$ cat config.mk
export PLATFORM = sky130hd
export DESIGN_NAME = video_stream_packer
export DESIGN_NICKNAME = d
export VERILOG_FILES = /design/src/rtl/video_stream_pkg.sv /design/src/rtl/video_frame_counter.sv /design/src/rtl/video_stream_packer.sv
export SDC_FILE = /design/constraint.sdc
export NUM_CORES = 1
export LEC_CHECK = 0
export ABC_AREA = 1
export CELL_PAD_IN_SITES_DETAIL_PLACEMENT = 1
export CELL_PAD_IN_SITES_GLOBAL_PLACEMENT = 2
export CORE_MARGIN = 1.5
export CORE_UTILIZATION = 29
export CTS_BUF_LIST = sky130_fd_sc_hd__clkbuf_8
export DETAILED_ROUTE_END_ITERATION = 12
export PLACE_DENSITY_LB_ADDON = 0.3
export SLEW_MARGIN = 20
export SYNTH_ARGS = -nofsm -noshare
export SYNTH_HDL_FRONTEND = slang
export SYNTH_HIERARCHICAL = 1
export SYNTH_SLANG_ARGS = --single-unit
$ cat constraint.sdc
create_clock -name clk -period 3.9 [get_ports clk]
set_input_delay 0.78 -clock clk [delete_from_list [all_inputs] [get_ports clk]]
set_output_delay 0.78 -clock clk [all_outputs]
set_load 0.01 [all_outputs]
$ cat src/rtl/video_stream_pkg.sv
// Shared types and constants for the video stream packer.
package video_stream_pkg;

  typedef struct packed {
    logic [7:0] r;
    logic [7:0] g;
    logic [7:0] b;
  } rgb_pixel_t;

  typedef logic [31:0] axis_word_t;

  localparam int unsigned WORDS_PER_4PIX = 3;
  localparam int unsigned PIX_PER_GROUP  = 4;

  // Output words needed to carry one line of 24-bit pixels.
  function automatic int unsigned words_per_line(input int unsigned x_pixels);
    return (x_pixels * WORDS_PER_4PIX) / PIX_PER_GROUP;
  endfunction

endpackage

$ cat src/rtl/video_frame_counter.sv
// Word/line position tracker. The counters hold the index of the next word
// to be loaded into the output register, so the flags describe that word.
module video_frame_counter #(
  parameter int unsigned X_WORDS = 192,
  parameter int unsigned Y_LINES = 256
) (
  input  logic clk,
  input  logic rst,
  input  logic advance_i,
  input  logic restart_i,
  output logic is_first_o,
  output logic is_last_in_line_o,
  output logic is_last_in_frame_o
);

  localparam int unsigned XW = (X_WORDS > 1) ? $clog2(X_WORDS) : 1;
  localparam int unsigned YW = (Y_LINES > 1) ? $clog2(Y_LINES) : 1;
  localparam logic [XW-1:0] X_LAST = XW'(X_WORDS - 1);
  localparam logic [YW-1:0] Y_LAST = YW'(Y_LINES - 1);

  logic [XW-1:0] x_word_q, x_word_d;
  logic [YW-1:0] y_line_q, y_line_d;

  // Next position: restart wins over advance; both counters wrap at their last value.
  always_comb begin
    x_word_d = x_word_q;
    y_line_d = y_line_q;
    if (restart_i) begin
      x_word_d = '0;
      y_line_d = '0;
    end else if (advance_i) begin
      if (x_word_q == X_LAST) begin
        x_word_d = '0;
        y_line_d = (y_line_q == Y_LAST) ? '0 : y_line_q + YW'(1);
      end else begin
        x_word_d = x_word_q + XW'(1);
      end
    end
  end

  // Position registers.
  always_ff @(posedge clk) begin
    if (rst) begin
      x_word_q <= '0;
      y_line_q <= '0;
    end else begin
      x_word_q <= x_word_d;
      y_line_q <= y_line_d;
    end
  end

  assign is_first_o         = (x_word_q == '0) && (y_line_q == '0);
  assign is_last_in_line_o  = (x_word_q == X_LAST);
  assign is_last_in_frame_o = (x_word_q == X_LAST) && (y_line_q == Y_LAST);

endmodule

$ cat src/rtl/video_stream_packer.sv
// Packs 24-bit RGB pixels, four at a time, into three 32-bit AXI4-Stream
// video words with start-of-frame (tuser) and end-of-line (tlast) marking.
module video_stream_packer #(
  parameter int unsigned X_PIXELS = 256,
  parameter int unsigned Y_LINES  = 256
) (
  input  logic        clk,
  input  logic        rst,
  input  logic [23:0] in_pixel,
  input  logic        in_sof,
  input  logic        in_valid,
  output logic        in_ready,
  output logic [31:0] out_stream_tdata,
  output logic [3:0]  out_stream_tkeep,
  output logic        out_stream_tlast,
  output logic        out_stream_tuser,
  output logic        out_stream_tvalid,
  input  logic        out_stream_tready,
  output logic        frame_done,
  output logic        sof_error
);

  import video_stream_pkg::*;

  localparam int unsigned X_WORDS = words_per_line(X_PIXELS);

  rgb_pixel_t pix;
  logic [1:0]  phase_q, phase_d, eff_phase;
  logic [23:0] residue_q, residue_d;
  axis_word_t  tdata_q, tdata_d, word;
  logic        tvalid_q, tvalid_d;
  logic        tlast_q, tlast_d;
  logic        tuser_q, tuser_d;
  logic        frame_last_q, frame_last_d;
  logic        frame_done_q, frame_done_d;
  logic        sof_error_q, sof_error_d;
  logic        accept, out_hs, sof_bad, load;
  logic        is_first, is_last_in_line, is_last_in_frame;

  assign pix      = rgb_pixel_t'(in_pixel);
  assign in_ready = !rst && (!tvalid_q || out_stream_tready);
  assign accept   = in_valid && in_ready;
  assign out_hs   = tvalid_q && out_stream_tready;
  assign sof_bad  = accept && in_sof && !((phase_q == 2'd0) && is_first);

  video_frame_counter #(
    .X_WORDS (X_WORDS),
    .Y_LINES (Y_LINES)
  ) u_frame_counter (
    .clk                (clk),
    .rst                (rst),
    .advance_i          (load),
    .restart_i          (sof_bad),
    .is_first_o         (is_first),
    .is_last_in_line_o  (is_last_in_line),
    .is_last_in_frame_o (is_last_in_frame)
  );

  // Packing datapath and output register next-state.
  always_comb begin
    phase_d      = phase_q;
    residue_d    = residue_q;
    tdata_d      = tdata_q;
    tvalid_d     = tvalid_q;
    tlast_d      = tlast_q;
    tuser_d      = tuser_q;
    frame_last_d = frame_last_q;
    load         = 1'b0;
    word         = '0;
    eff_phase    = sof_bad ? 2'd0 : phase_q;
    frame_done_d = out_hs && frame_last_q;
    sof_error_d  = sof_bad;

    if (out_hs) begin
      tvalid_d = 1'b0;
    end

    if (accept) begin
      phase_d = eff_phase + 2'd1;
      case (eff_phase)
        2'd0: begin
          residue_d = pix;
        end
        2'd1: begin
          word      = {pix.b, residue_q};
          residue_d = {8'h00, pix.r, pix.g};
          load      = 1'b1;
        end
        2'd2: begin
          word      = {pix.g, pix.b, residue_q[15:0]};
          residue_d = {16'h0000, pix.r};
          load      = 1'b1;
        end
        2'd3: begin
          word      = {pix, residue_q[7:0]};
          residue_d = '0;
          load      = 1'b1;
        end
      endcase
    end

    if (load) begin
      tdata_d      = word;
      tvalid_d     = 1'b1;
      tuser_d      = is_first;
      tlast_d      = is_last_in_line;
      frame_last_d = is_last_in_frame;
    end
  end

  // State and output registers; reset drops any pending word.
  always_ff @(posedge clk) begin
    if (rst) begin
      phase_q      <= '0;
      residue_q    <= '0;
      tdata_q      <= '0;
      tvalid_q     <= 1'b0;
      tlast_q      <= 1'b0;
      tuser_q      <= 1'b0;
      frame_last_q <= 1'b0;
      frame_done_q <= 1'b0;
      sof_error_q  <= 1'b0;
    end else begin
      phase_q      <= phase_d;
      residue_q    <= residue_d;
      tdata_q      <= tdata_d;
      tvalid_q     <= tvalid_d;
      tlast_q      <= tlast_d;
      tuser_q      <= tuser_d;
      frame_last_q <= frame_last_d;
      frame_done_q <= frame_done_d;
      sof_error_q  <= sof_error_d;
    end
  end

  assign out_stream_tdata  = tdata_q;
  assign out_stream_tkeep  = 4'hF;
  assign out_stream_tlast  = tlast_q;
  assign out_stream_tuser  = tuser_q;
  assign out_stream_tvalid = tvalid_q;
  assign frame_done        = frame_done_q;
  assign sof_error         = sof_error_q;

endmodule
; After elaboration in Yosys (flattened, before gate mapping)
; Cells that the tools add are included.
[word_totals]
output_inout_bits = 42
regBits = 80
elab_cells = 50
[classes]
add_sub_neg = 3
n_eq_ne = 5
mux = 10
reduce_logical = 21
[ops]
columns = op, count
row1 = $pmux W24 S4, 1
row2 = $pmux W32 S3, 1
row3 = $mux W32, 1
row4 = $add A8 B1 Y8 const B, 2
row5 = $eq A8 B8 Y1 const B, 2
row6 = $logic_not A8 Y1, 2
row7 = $mux W8, 2
row8 = $logic_and A1 B1 Y1, 9
row9 = $eq A2 B2 Y1 const B, 2
row10 = $logic_not A2 Y1, 2
row11 = $mux W1, 4
row12 = $logic_not A1 Y1, 3
row13 = $reduce_or A3 Y1, 1
row14 = $add A2 B1 Y2 const B, 1
row15 = $eq A2 B1 Y1 const B, 1
row16 = $mux W2, 1
row17 = $reduce_and A2 Y1, 1
row18 = $reduce_bool A2 Y1, 1
row19 = $reduce_or A2 Y1, 1
row20 = $logic_or A1 B1 Y1, 1

; Longest topological paths before layout
[logic_depth]
ltp_word = 12
mapped_depth = 23
ltp_nobuf = 21

; Cells and area by module
; Netlist, hierarchy kept.
[by_module_without_submodules]
columns = module, cells_each, area_per_inst_um2, seq_area_each_um2, n_inst
row1 = video_stream_packer, 580, 3478.3, 1281.2, 1
row2 = video_frame_counter, 137, 897.1, 320.3, 1

; Worst setup path before layout
; No wires, ideal clock.
[synth_path]
path_kind = input -> register
start = input port out_stream_tready
end = register u_frame_counter.y_line_q[5]
required_time_ns = 3.791
path_stages = 19
arrival_time_ns = 2.648
path_buffers = 2
setup_ns = 0.109
slack_ns = 1.143
path_cell_list = inv_1 nand2_2 nand3_2 inv_2 nand2_1 nand2_1 ha_1 buf_4 inv_2 nand4_4 buf_2 inv_1 inv_1 nor2_4 nand2_4 nand2_4 o21ai_1 nand2_1 inv_1
[synth_between]
elab_chain_cells = 11
elab_cells_between_ends = 14
[synth_rtl]
columns = item, line_no
row1 = from (decl), video_stream_packer.sv:18  ; input logic out_stream_tready,
row2 = $logic_or A1 B1 Y1 *, video_stream_packer.sv:41  ; assign in_ready = !rst && (!tvalid_q || out_stream_tready);
row3 = $logic_and A1 B1 Y1 *, video_stream_packer.sv:41
row4 = $logic_and A1 B1 Y1 *, video_stream_packer.sv:42  ; assign accept = in_valid && in_ready;
row5 = $logic_and A1 B1 Y1 (2 in series), video_stream_packer.sv:44  ; assign sof_bad = accept && in_sof && !((phase_q == 2'd0) && is_first);
row6 = $mux W2, video_stream_packer.sv:70  ; eff_phase = sof_bad ? 2'd0 : phase_q;
row7 = $eq A2 B2 Y1 / $eq A2 B1 Y1 (equally long branches), video_stream_packer.sv:80  ; case (eff_phase)
row8 = $reduce_or A3 Y1 (no line), n/a
row9 = $mux W1, video_stream_packer.sv:80
row10 = $mux W1 *, video_stream_packer.sv:78  ; if (accept) begin
row11 = via load, video_stream_packer.sv:37  ; logic accept, out_hs, sof_bad, load;
row12 = $reduce_and A2 Y1 (no line) *, n/a
row13 = to (signal assigned), video_frame_counter.sv:48  ; y_line_q <= y_line_d;
row14 = to (decl), video_frame_counter.sv:22  ; logic [YW-1:0] y_line_q, y_line_d;
; Mark *: on every way through the listed nets, which the timed path passes. The rest lies on a longest branch.
; A chain may end at the register's enable or synchronous reset.

; Worst setup path after layout
[layout_path]
start = register u_frame_counter.x_word_q[0]
end = register tdata_q[24], in the netlist out_stream_tdata[24]
[layout_between]
elab_chain_cells = 10
elab_cells_between_ends = 14
[layout_rtl]
columns = item, line_no
row1 = from (decl), video_frame_counter.sv:21  ; logic [XW-1:0] x_word_q, x_word_d;
row2 = from (signal assigned), video_frame_counter.sv:47  ; x_word_q <= x_word_d;
row3 = $logic_not A8 Y1 *, video_frame_counter.sv:52  ; assign is_first_o = (x_word_q == '0) && (y_line_q == '0);
row4 = $logic_and A1 B1 Y1 *, video_frame_counter.sv:52
row5 = via is_first, video_stream_packer.sv:38  ; logic is_first, is_last_in_line, is_last_in_frame;
row6 = $logic_and A1 B1 Y1 *, video_stream_packer.sv:44
row7 = $logic_not A1 Y1 *, video_stream_packer.sv:44
row8 = $logic_and A1 B1 Y1 *, video_stream_packer.sv:44
row9 = $mux W2 *, video_stream_packer.sv:70
row10 = $eq A2 B2 Y1 / $eq A2 B1 Y1 (equally long branches), video_stream_packer.sv:80
row11 = $reduce_or A3 Y1 (no line), n/a
row12 = $mux W1, video_stream_packer.sv:80
row13 = $mux W1, video_stream_packer.sv:78
row14 = to (signal assigned), video_stream_packer.sv:126  ; tdata_q <= tdata_d;
row15 = to (decl), video_stream_packer.sv:30  ; axis_word_t tdata_q, tdata_d, word;
; Marked as above.

==> impl_metrics.yaml <==
sta:
  tns_ns: 0
  hold_viol_final: 0
  fin_hold_ws_ns: 0.476
  slew_headroom_pct: 47.0
  drv_slew: 0
  fin_crit_ns: 3.21
  tightest_slew_ns: 0.795
  fmax_mhz: 312
  post-route-period-util_pct: 82.3
  finalSetupViolations: 0
  fin_ws_ns: 0.690
  fin_worst_skew_ns: 0.0140
  rsz0062_at_grt: "no"
drt:
  routed_wl_um: 13200
  wl_per_cell_um: 13.8
  vias_per_cell: 4.54
  dr.pass1.iters: 8
  ant_nets: 0
  drtIter0Drc: 170
  drc: 4
  route.vias.total: 4362
cts:
  clock_latency_ns: 0.38
  clockBufferDepth: 2
  cts_max_level: 3
  cts-resized-gates: 0
  numCtsBuffers: 9
  holdBufCountCts: 0
  clock_sinks: 80
  cts_root_buf: "clkbuf_8"
  cts_setup_buffers: 0
  cts_tree: "yes"
  clk_pin_slew_ns: 0.09
worst_setup_path:
  cp_data_required_time_ns: 4.22
  critical_path_class: "reg -> reg"
  start_kind: "flop"
  arrival_ns: 3.53
  reg2reg_from: "u_frame_counter/x_word_q[0]"
  reg2reg_to: "out_stream_tdata[24]"
  worst_r2r_path_depth: 16
  critPathCaptureType: "flop"
  crit_fanout: 20
  reg2reg_setup_slack_ns: 0.69
grt:
  grt_use_total_pct: 17.4
  grt_max_degree: 72
  grt-ovfl-total: 0
  grt_pass1_wl_um: 22000
  grt_antenna_before_repair: 0
  grt_pass1_vias: 4383
synthesis:
  yosysTopAreaCell: "dfxtp_1"
  synth_most_common_cell: "nand2_1"
  yosysSeqAreaShare_pct: 36.6
  ys_types: 29
  netlist_top_cells_count: "272 x nand2_1, 102 x nor2_1, 97 x inv_1"
  syn_area_um2: 4380
  synth_top_area_share_pct: 36.6
  async_reset_ff_share_pct: 0
  synthCells: 717
  synthFlopType: "dfxtp_1"
  synth_seq_cells: 80
  yosysWarnings: 6
  synth_edf_count: 0
  syn_avg_cell_area_um2: 6.10
  synthTopCellsByArea: "dfxtp_1 37%, nand2_1 23%, nor2_1 8.8%"
floorplan:
  core_um2: 14600
  die_y_um: 126
  die-area_um2: 15800
  rows: 44
  die_x_um: 126
  start_util_pct: 29.9
  ios: 71
power_and_ir_drop:
  p_per_area_nw_per_um2: 362
  ir_drop_uv: 237
  p_total_w: 0.00194
  power_leakage_nw: 2.60
placement:
  dp_slack_ns: 0.621
  globalplace.congestion: 0.806
  io_buffers: 66
  hpwl_um: 9560
finish:
  diodes: 0
  fin_util_pct: 36.7
  layout-drive-gt1-share_pct: 5.41
  area_delta_synth_final_pct: 22.8
  fin_nets: 809
flow_run:
  max_cap_viol_count: 0
hold_path:
  hold_path.class: "reg -> reg"
  hold_depth: 2
  min-delay-start: "frame_last_q"
  min_delay_worst_endpoint: "frame_done"
outcome:
  status: "complete, but fails checks"
  violations: "DRC"
## layout by cell type, fill, tap and decap left out, types with 7 or more instances in the layout
cell | Yosys | layout
a21oi_1 | 16 | 16
a22oi_1 | 7 | 7
buf_4 | 7 | 11
clkbuf_8 | 0 | 11
clkdlybuf4s50_1 | 0 | 66
dfxtp_1 | 80 | 80
ha_1 | 8 | 8
inv_1 | 97 | 98
nand2_1 | 272 | 272
nand3_1 | 45 | 45
nor2_1 | 102 | 102
o21ai_0 | 14 | 14
o21bai_1 | 8 | 8
## state kept, by name, indices dropped and copies added, names as in the netlist
signal                    cells
out_stream_tlast              1
out_stream_tvalid             1
out_stream_tuser              1
u_frame_counter/x_word_q      8
phase_q                       2
out_stream_tdata             32
u_frame_counter/y_line_q      8
frame_last_q                  1
sof_error                     1
frame_done                    1
residue_q                    24
## critical path, stage by stage (launching register included)
cell and delay [ns]:
dfxtp_1 0.34, inv_1 0.08, ha_1 0.20, nand4_1 0.11, nor3_1 0.42, inv_1 0.10
nor3_1 0.15, nor2_1 0.06, nand2_1 0.11, nand2_1 0.12, inv_1 0.10, ha_1 0.68
buf_4 0.32, nand2_1 0.08, nand3_1 0.08, nor2_1 0.05, nor2_1 0.15
## where the power goes
part           internal [W]  switching (W)
registers          0.000865      0.0000284
clock network      0.000330       0.000326
logic              0.000159       0.000235
total               0.00135       0.000589
## stage by stage
step	std cells	area, um^2
6_report	961	5370
4_1_cts	961	5370
2_1_floorplan	720	4390
5_1_grt	961	5370
3_5_place_dp	945	5170
3_3_place_gp	945	5170
## worst max-delay path by stage
stage	from	end	cells past startpoint
finish	u_frame_counter/x_word_q[0]	out_stream_tdata[24]	16
global route	u_frame_counter/y_line_q[0]	out_stream_tdata[24]	16
CTS	u_frame_counter/x_word_q[0]	out_stream_tdata[25]	16
detailed placement	out_stream_tready	out_stream_tdata[11]	14
global placement	out_stream_tready	out_stream_tdata[31]	14
floorplan	out_stream_tready	u_frame_counter/y_line_q[5]	19
## cell families after synthesis
logic type               share of synthesized area, %
other                                          0.0857
AND/OR/NAND/NOR                                  41.1
flip-flops                                       36.6
buffers and inverters                            13.2
XOR/XNOR                                        0.200
AO/OA/AOI/OAI                                    6.55
adder cells (fa/ha/maj)                          2.29
## final cells by class
| type | count | area (um^2) |
|---|---|---|
| Fill cell | 1904 | 9270 |
| Sequential cell | 80 | 1600 |
| Timing Repair Buffer | 77 | 743 |
| Clock buffer | 11 | 151 |
| Clock inverter | 5 | 55.1 |
| Inverter | 102 | 384 |
| Multi-Input combinational cell | 502 | 2210 |
| Tap cell | 184 | 230 |
## metal layers
| layer | up-vias | part of all wire, % | global-route usage (%) |
|---|---|---|---|
| met5 | - | 0 | 0 |
| met2 | 69 | 45 | 29.2 |
| li1 | 2261 | - | - |
| met1 | 2010 | 50 | 22.5 |
| met3 | 22 | 3.2 | 3.36 |
| met4 | 0 | 1.9 | 6.09 |
Note: power is estimated with default switching activity, not from simulation.
